### src/rtl/sorted_insert_writer_if.sv
// Handshake and RAM-port bundle between the sorted-insert writer and its environment.
interface sorted_insert_writer_if;
    logic       start;
    logic       clear;
    logic [7:0] data_in;
    logic [7:0] ram_rd_data;
    logic [4:0] ram_addr;
    logic [7:0] ram_wr_data;
    logic       ram_wren;
    logic [5:0] count;
    logic       full;
    logic       busy;
    logic       done;
    logic       reject;

    modport master (
        output start, clear, data_in, ram_rd_data,
        input  ram_addr, ram_wr_data, ram_wren, count, full, busy, done, reject
    );

    modport slave (
        input  start, clear, data_in, ram_rd_data,
        output ram_addr, ram_wr_data, ram_wren, count, full, busy, done, reject
    );
endinterface

### src/rtl/sorted_insert_writer.sv
// Keeps a 32x8 RAM in ascending order: each accepted byte is insertion-sorted in by
// shifting larger entries up one slot, scanning down from the top of the occupied region.
module sorted_insert_writer (
    input  logic                         clk_i,
    input  logic                         rst_ni,
    sorted_insert_writer_if.slave        bus
);

    typedef enum logic [2:0] {
        S_IDLE  = 3'd0,
        S_READ  = 3'd1,
        S_CMP   = 3'd2,
        S_PLACE = 3'd3,
        S_DONE  = 3'd4
    } state_t;

    state_t     state_q, state_d;
    logic [7:0] d_q, d_d;
    logic [5:0] idx_q, idx_d;
    logic [5:0] count_q, count_d;
    logic       reject_q, reject_d;

    logic       full_s;
    logic       shift_s;
    logic [4:0] ram_addr_s;
    logic [7:0] ram_wr_data_s;
    logic       ram_wren_s;

    assign full_s  = (count_q == 6'd32);
    // idx is never 0 in CMP, but the guard keeps the hole from wrapping regardless
    assign shift_s = (bus.ram_rd_data > d_q) && (idx_q != 6'd0);

    // Next-state and datapath register updates
    always_comb begin
        state_d  = state_q;
        d_d      = d_q;
        idx_d    = idx_q;
        count_d  = count_q;
        reject_d = reject_q;
        case (state_q)
            S_IDLE: begin
                if (bus.clear) begin
                    count_d = 6'd0;
                end else if (bus.start && full_s) begin
                    reject_d = 1'b1;
                    state_d  = S_DONE;
                end else if (bus.start) begin
                    d_d      = bus.data_in;
                    idx_d    = count_q;
                    reject_d = 1'b0;
                    state_d  = (count_q == 6'd0) ? S_PLACE : S_READ;
                end else begin
                    state_d = S_IDLE;
                end
            end
            S_READ: begin
                state_d = S_CMP;
            end
            S_CMP: begin
                if (shift_s) begin
                    idx_d   = idx_q - 6'd1;
                    state_d = (idx_q == 6'd1) ? S_PLACE : S_READ;
                end else begin
                    state_d = S_PLACE;
                end
            end
            S_PLACE: begin
                if (!full_s) begin
                    count_d = count_q + 6'd1;
                end else begin
                    count_d = count_q;
                end
                state_d = S_DONE;
            end
            S_DONE: begin
                if (bus.start) begin
                    state_d = S_DONE;
                end else begin
                    state_d = S_IDLE;
                end
            end
            default: begin
                state_d = S_IDLE;
            end
        endcase
    end

    // State registers with asynchronous clear
    always_ff @(posedge clk_i or negedge rst_ni) begin
        if (!rst_ni) begin
            state_q  <= S_IDLE;
            d_q      <= 8'd0;
            idx_q    <= 6'd0;
            count_q  <= 6'd0;
            reject_q <= 1'b0;
        end else begin
            state_q  <= state_d;
            d_q      <= d_d;
            idx_q    <= idx_d;
            count_q  <= count_d;
            reject_q <= reject_d;
        end
    end

    // RAM port decode; only CMP looks at read data
    always_comb begin
        ram_addr_s    = 5'd0;
        ram_wr_data_s = d_q;
        ram_wren_s    = 1'b0;
        case (state_q)
            S_READ: begin
                ram_addr_s = idx_q[4:0] - 5'd1;
            end
            S_CMP: begin
                ram_addr_s    = idx_q[4:0];
                ram_wr_data_s = bus.ram_rd_data;
                ram_wren_s    = shift_s;
            end
            S_PLACE: begin
                ram_addr_s = idx_q[4:0];
                ram_wren_s = 1'b1;
            end
            default: begin
                ram_addr_s = 5'd0;
            end
        endcase
    end

    assign bus.ram_addr    = ram_addr_s;
    assign bus.ram_wr_data = ram_wr_data_s;
    assign bus.ram_wren    = ram_wren_s;
    assign bus.count       = count_q;
    assign bus.full        = full_s;
    assign bus.busy        = (state_q == S_READ) || (state_q == S_CMP) || (state_q == S_PLACE);
    assign bus.done        = (state_q == S_DONE);
    assign bus.reject      = (state_q == S_DONE) && reject_q;

endmodule

### src/flat_wrapper.sv
// flat-port wrapper written by rule: the top's interface ports become plain ports
module sorted_insert_writer_flat 
  (clk_i, rst_ni, bus_start, bus_clear, bus_data_in, bus_ram_rd_data, bus_ram_addr, bus_ram_wr_data, bus_ram_wren, bus_count, bus_full, bus_busy, bus_done, bus_reject);
  sorted_insert_writer_if bus_i ();
  input  logic clk_i;
  input  logic rst_ni;
  input wire logic [$bits(bus_i.start)-1:0] bus_start;
  input wire logic [$bits(bus_i.clear)-1:0] bus_clear;
  input wire logic [$bits(bus_i.data_in)-1:0] bus_data_in;
  input wire logic [$bits(bus_i.ram_rd_data)-1:0] bus_ram_rd_data;
  output wire logic [$bits(bus_i.ram_addr)-1:0] bus_ram_addr;
  output wire logic [$bits(bus_i.ram_wr_data)-1:0] bus_ram_wr_data;
  output wire logic [$bits(bus_i.ram_wren)-1:0] bus_ram_wren;
  output wire logic [$bits(bus_i.count)-1:0] bus_count;
  output wire logic [$bits(bus_i.full)-1:0] bus_full;
  output wire logic [$bits(bus_i.busy)-1:0] bus_busy;
  output wire logic [$bits(bus_i.done)-1:0] bus_done;
  output wire logic [$bits(bus_i.reject)-1:0] bus_reject;
  assign bus_i.start = bus_start;
  assign bus_i.clear = bus_clear;
  assign bus_i.data_in = bus_data_in;
  assign bus_i.ram_rd_data = bus_ram_rd_data;
  assign bus_ram_addr = bus_i.ram_addr;
  assign bus_ram_wr_data = bus_i.ram_wr_data;
  assign bus_ram_wren = bus_i.ram_wren;
  assign bus_count = bus_i.count;
  assign bus_full = bus_i.full;
  assign bus_busy = bus_i.busy;
  assign bus_done = bus_i.done;
  assign bus_reject = bus_i.reject;
  sorted_insert_writer u_core (.clk_i(clk_i), .rst_ni(rst_ni), .bus(bus_i));
endmodule
### config.mk
export PLATFORM = sky130hd
export DESIGN_NAME = sorted_insert_writer_flat
export DESIGN_NICKNAME = d
export VERILOG_FILES = /design/src/rtl/sorted_insert_writer_if.sv /design/src/rtl/sorted_insert_writer.sv /design/src/flat_wrapper.sv
export SDC_FILE = /design/constraint.sdc
export NUM_CORES = 1
export LEC_CHECK = 0
export ABC_AREA = 1
export CAP_MARGIN = 0
export CORE_AREA = 2 2 59 83
export CTS_BUF_LIST = sky130_fd_sc_hd__clkbuf_4 sky130_fd_sc_hd__clkbuf_8
export CTS_CLUSTER_DIAMETER = 40
export DETAILED_ROUTE_END_ITERATION = 8
export DIE_AREA = 0 0 61 85
export GPL_TIMING_DRIVEN = 0
export PLACE_DENSITY_LB_ADDON = 0.25
export SLEW_MARGIN = 10
export SYNTH_ARGS = -nofsm -noshare
export SYNTH_HDL_FRONTEND = slang
export SYNTH_SLANG_ARGS = --single-unit
### constraint.sdc
create_clock -name clk_i -period 2.2 [get_ports clk_i]
set_input_delay 0.44 -clock clk_i [delete_from_list [all_inputs] [get_ports clk_i]]
set_output_delay 0.44 -clock clk_i [all_outputs]
set_load 0.05 [all_outputs]
==> reports/qor.yml, run 1 <==
outcome:
  status: "completed"
place:
  io_buffers: 43
  finalWeightedCongestion: 0.9029
  place_hpwl_um: 3190
  dp.cells: 336
  dp_slack_ns: -0.7887
die:
  core-area_um2: 4463
  num_rows: 29
  dieArea_um2: 5185
  fp.dieH_um: 85
  num_io_pins: 44
  die_w_um: 61
  start_util: 0.3816
critical_path:
  worstPathArrival_ns: 1.69
  end_kind: "output pin"
  cpMaxStageDelayCell: "dfrtp_1"
  crit_type: "flop to output pin"
  worst-endpoint-required_ns: 1.76
  start_kind: "flop"
  worstPathCellList: "nor3_2 -> inv_1 -> o22ai_1 -> buf_2"
  reg2reg_from: "u_core.d_q[7]$_DFFE_PN0P_"
  r2r_cells: 13
  slowest_delay_ns: 0.45
  worstPathBufferInverterCount: 2
  cp_top_family: "buffers and inverters"
  crit_fanout: 5
  timing.rr.end: "u_core.idx_q[2]$_DFFE_PN0P_"
  r2r_slack_ns: 0.49
drt:
  drc: 0
  drtIter0Drc: 54
  drtAntennaViolNets: 0
  first_pass_iters: 4
  totalWireLength_um: 4348
  wl_per_cell_um: 12.60
  num_vias: 1677
  via_per_inst: 4.861
cells_and_area:
  fillers: 457
  drive_gt1_frac: 0.2544
  syn_to_final_growth_pct: 36.00
  final_nets: 317
  finalNonFillerCells: 345
  diodes: 0
timing:
  fmax_ghz: 0.4691
  fin_ws_ns: 0.06842
  drv_slew: 0
  slew_headroom: 0.6256
  whs_ns: 0.1459
  finalHoldViolCount: 0
  setup_viol: 0
  fin_crit_sh: 0.9689
  period_needed_ns: 2.132
  worst_slew_pin_slew_ns: 0.5617
  fin_skew_ns: 0.002834
  finalSetupTns_ns: 0
global_route:
  grt_first_pass_wirelength_um: 6920
  met3_usage: 0.01982
  antenna_found_initial: 0
  grt_overflow: 0
  grt.met2_usage: 0.3079
  first_global_vias: 1558
  grt_usage: 0.1772
  grtUsageMet1: 0.2119
  grt_max_degree: 25
  top_usage_layer: "met2"
clocking:
  clk_pin_slew_worst_paths_ns: 0.09
  clock_latency_ns: 0.27
  tritoncts: "built"
  cts_made_buffers: 3
  cts.sinks: 24
  cts.path.max_buffers: 2
  cts_hold_buf: 0
  root_buffer: "clkbuf_8"
  h-tree-depth: 1
pwr:
  powerDensity_nw_per_um2: 1623
  p_leak_uw: 0.001129
  vdd_ir_drop_max_v: 0.0007212
run:
  cap_viol_max_count: 0
synth:
  synthesis.area_um2: 1703
  synth-seq-cells: 24
  yosysWarnings: 0
  synthCells: 231
  ys_seq_area_frac: 0.3527
  ys_types: 27
  avgSynthCellArea_um2: 7.372
  syn-num-nets: 263
min_path:
  holdCritPathClass: "input port to asynchronous set/reset pin"
## cell usage after synthesis, drive strengths merged
cell type   n  share of area
clkinv      2         0.0081
a21oi      14          0.048
nor3        5          0.018
nand4       3          0.011
a31oi       1         0.0037
a21o        1         0.0044
o21ai      19          0.056
nor2       21          0.055
dfrtp      24           0.35
nand2      67           0.17
buf         3          0.012
inv        32          0.071
nand3      16          0.053
xor2        5          0.026
ha         12          0.088
o22ai       5          0.018
nor3b       1         0.0044
## worst reg2reg max path: cells and delay by family (launching register included)
family	cells	cell delay, ns
adder cells (fa/ha/maj)	1	0.22
buffers and inverters	3	0.31
flip-flops	1	0.37
AND/OR/NAND/NOR	9	0.70
## power by group
group	internal (uW)	leakage, uW	switching (uW)
Combinational	870	0.000810	1850
Sequential	614	0.000297	152
Clock	123	0.0000216	148
## area by class of cell
type	count	area [um2]	area share
inverters	34	136.4	0.05889
repair buffers	50	410.4	0.1772
multi-input cells	170	1031	0.4452
clock buffers	3	41.29	0.01783
plain buffers	2	16.27	0.007023
flip-flops and latches	24	603.1	0.2604
well taps	62	77.57	0.03350
## cells by family after synthesis
logic type	count (synthesis)	synth area share
xor gates and xnor gates	5	0.02572
and+or+nand+nor	113	0.3123
DFF	24	0.3527
adders and majority gates	12	0.08817
buffers and inverters	37	0.09111
AOI/OAI and AO/OA	40	0.1301
## state kept, by name (all words and copies together), names as in the netlist
| register | cells |
|---|---|
| u_core.bus.count | 6 |
| u_core.state_q | 3 |
| u_core.idx_q | 6 |
| u_core.d_q | 8 |
| u_core.reject_q | 1 |
## worst max path at each step
stage | from | to | slack (ns) | cells after the start
after floorplan | u_core.state_q[2]$_DFFE_PN0P_ | bus_ram_wr_data[1] | -0.25 | 5
after global placement | bus_ram_rd_data[7] | bus_ram_wren | -0.80 | 9
after detailed placement | bus_ram_rd_data[7] | bus_ram_wren | -0.79 | 9
after CTS | u_core.bus.count[0]$_DFFE_PN0P_ | bus_full | 0.004 | 7
after global routing | u_core.idx_q[0]$_DFFE_PN0P_ | bus_ram_addr[4] | -0.04 | 7
final | u_core.state_q[1]$_DFFE_PN0P_ | bus_ram_addr[3] | 0.07 | 4
## timing repair
| item | CTS | global route |
|---|---|---|
| endpoints found under the setup margin | 18 | 11 |
| pin swaps | 7 | 10 |
| buffers inserted | 1 | 6 |
| gates resized for setup | 100 | 29 |
| endpoints found under the hold margin | 0 | 0 |
## metrics by stage
step | util | total power [uW] | area (um2)
floorplan | - | 2628 | 1703
global placement | 0.4954 | 3343 | 2211
detailed placement | 0.4954 | 3364 | 2211
CTS | 0.4990 | 3581 | 2227
global route | 0.5189 | 4069 | 2316
finish | 0.5189 | 3759 | 2316
## layer usage
metal / part of all wire / vias to the layer above
met5: 0 / -
met4: 0.022 / 0
met3: 0.052 / 10
met2: 0.50 / 54
met1: 0.42 / 762
li1: - / 851
## cells in the final DEF (no fill, tap or decap), types with 5 or more instances in the layout
cell type        netlist  routed
dlygate4sd2_1          0       6
inv_2                  5      12
buf_4                  0      12
o21ai_0               17      13
dfrtp_1               24      22
nand2_1               59      56
nand3_1               14      14
o21ai_1                2       5
inv_1                 27      19
a21oi_1               13      13
ha_1                  12       8
o22ai_1                5       5
nor2_1                19      17
buf_2                  2      10
nand2_2                4       7
clkdlybuf4s50_1        0      16
xor2_1                 5       5
Note: power is estimated with default switching activity, not from simulation.
==> run 2: changes to the inputs <==
--- a/config.mk
+++ b/config.mk
@@ -6,12 +6,12 @@
 export NUM_CORES = 1
 export LEC_CHECK = 0
 export ABC_AREA = 1
-export CAP_MARGIN = 0
-export CORE_AREA = 2 2 59 83
+export CAP_MARGIN = 20
+export CORE_AREA = 2 2 79 62
 export CTS_BUF_LIST = sky130_fd_sc_hd__clkbuf_4 sky130_fd_sc_hd__clkbuf_8
 export CTS_CLUSTER_DIAMETER = 40
 export DETAILED_ROUTE_END_ITERATION = 8
-export DIE_AREA = 0 0 61 85
+export DIE_AREA = 0 0 81 64
 export GPL_TIMING_DRIVEN = 0
 export PLACE_DENSITY_LB_ADDON = 0.25
 export SLEW_MARGIN = 10
==> reports/qor.yml, run 2 (synthesized netlist as in run 1, its figures left out) <==
outcome:
  status: "completed"
cells_and_area:
  final_common_cell: "nand2_1"
  diodes: 0
  final_nets: 319
  fillers: 444
  max_flop_register: "u_core.d_q"
  multiInputGateArea_um2: 1052
  final_cell_mix: "nand2_1 (56), dfrtp_1 (22), inv_1 (21)"
  syn_to_final_growth_pct: 42.91
  stdcell_area_um2: 2434
  regArea_um2: 603.1
  largest_reg_flops: 8
  drive_gt1_frac: 0.2622
  finalNonFillerCells: 343
timing:
  drv_slew: 0
  slew_headroom: 0.6161
  whs_ns: 0.5098
  fin_ws_ns: 0.09169
  period_needed_ns: 2.108
  fin_skew_ns: 0.008220
  fmax_ghz: 0.4743
  finalHoldViolCount: 0
  setup_viol: 0
  worst_slew_pin_slew_ns: 0.5741
  fin_crit_sh: 0.9583
die:
  dieArea_um2: 5184
  num_io_pins: 44
  fp.dieH_um: 64
  core-area_um2: 4362
  die_w_um: 81
  num_rows: 21
  start_util: 0.3904
global_route:
  grt_max_degree: 16
  first_global_vias: 1576
  grt_overflow: 0
  grt_first_pass_wirelength_um: 7500
  antenna_found_initial: 0
  grt_usage: 0.1848
place:
  dp_slack_ns: -0.7917
  place_hpwl_um: 3395
  io_buffers: 43
  dpl_cell_area_um2: 2232
  finalWeightedCongestion: 0.9004
  dp.cells: 332
critical_path:
  crit_fanout: 3
  worstPathBufferInverterCount: 2
  worst-endpoint-required_ns: 1.76
  cpMaxStageDelayCell: "dfrtp_1"
  worstPathCellList: "inv_2 -> ha_4 -> nand2_1 -> nor2_4 -> nand2_1 -> nand2_1 -> nand2_2 -> o21ai_2 -> buf_6"
  cp_top_family: "simple AND/OR/NAND/NOR gates"
  crit_type: "flop to output pin"
  end_kind: "output pin"
  slowest_delay_ns: 0.35
  start_kind: "flop"
  path_common_cell: "nand2_1"
  worstPathArrival_ns: 1.67
drt:
  wl_per_cell_um: 13.23
  first_pass_iters: 4
  via_per_inst: 4.878
  drtAntennaViolNets: 0
  drc: 0
  num_vias: 1673
  drtIter0Drc: 101
  totalWireLength_um: 4537
clocking:
  tritoncts: "built"
  cts.sinks: 24
  clk_pin_slew_worst_paths_ns: 0.09
  root_buffer: "clkbuf_8"
  cts_made_buffers: 3
  clock_latency_ns: 0.27
  cts.path.max_buffers: 2
  h-tree-depth: 1
  cts_hold_buf: 0
min_path:
  holdCritPathClass: "flop to flop"
run:
  cap_viol_max_count: 0
pwr:
  power_uw: 3848
  p_leak_uw: 0.001222
  powerDensity_nw_per_um2: 1581
  vdd_ir_drop_max_v: 0.0006750
==> run 2: cell types whose count changed in the layout (fill, tap and decap cells not counted), moves of 2 or more <==
cell / delta
inv_2: -2
inv_1: +2
buf_2: -5
buf_4: +2
clkbuf_4: +3
clkdlybuf4s15_1: -3
dlygate4sd2_1: -4
dlymetal6s2s_1: +8
ha_1: -2
clkbuf_2: -2
==> run 2: area by class of cell <==
class / count / share of cell area
multi-input combinational: 170 / 0.4324
sequential: 24 / 0.2478
timing repair buffer: 51 / 0.2010
inverter: 34 / 0.05707
tap: 57 / 0.02931
clock buffer: 4 / 0.02262
buffer: 3 / 0.009769
==> run 2: final timing paths <==
path | startpoint | endpoint | slack (ns) | cells past startpoint
min reg2reg | u_core.reject_q$_DFFE_PN0P_ | u_core.reject_q$_DFFE_PN0P_ | 0.51 | 2
min in group asynchronous | rst_ni | u_core.bus.count[5]$_DFFE_PN0P_ | 0.53 | 1
max in group asynchronous | rst_ni | u_core.state_q[2]$_DFFE_PN0P_ | 1.19 | 2
max | u_core.d_q[5]$_DFFE_PN0P_ | bus_ram_wren | 0.09 | 9
max reg2reg | u_core.bus.count[0]$_DFFE_PN0P_ | u_core.idx_q[1]$_DFFE_PN0P_ | 0.39 | 11
min | u_core.reject_q$_DFFE_PN0P_ | u_core.reject_q$_DFFE_PN0P_ | 0.51 | 2
==> run 2: metrics by stage <==
stage,utilization,TNS (ns)
CTS,0.5204,-0.1745
global route,0.5579,-0.01989
global placement,0.5055,-4.378
floorplan,-,-1.291
finish,0.5579,0
detailed placement,0.5118,-4.709
==> run 2: repair_timing <==
action,CTS,global route
resized for setup,90,42
endpoints found under the setup margin,18,14
gates cloned,0,0
setup buffers,1,6
pin swaps,0,11
==> run 2: worst min-delay path: stages, from the launching register on <==
cell	delay, ns
dfrtp_1	0.35
o21ai_0	0.08
inv_1	0.05
==> run 2: power breakdown <==
group          internal, uW  switching (uW)
Clock                   160             145
Sequential              614             152
Combinational           891            1890
==> run 2: per-layer routing <==
layer	global-route usage	part of all wire	vias up
li1	-	-	860
met1	0.2742	0.48	777
met2	0.2820	0.47	31
met3	0.03531	0.042	5
met4	0.03178	0.0057	0
met5	0	0	-
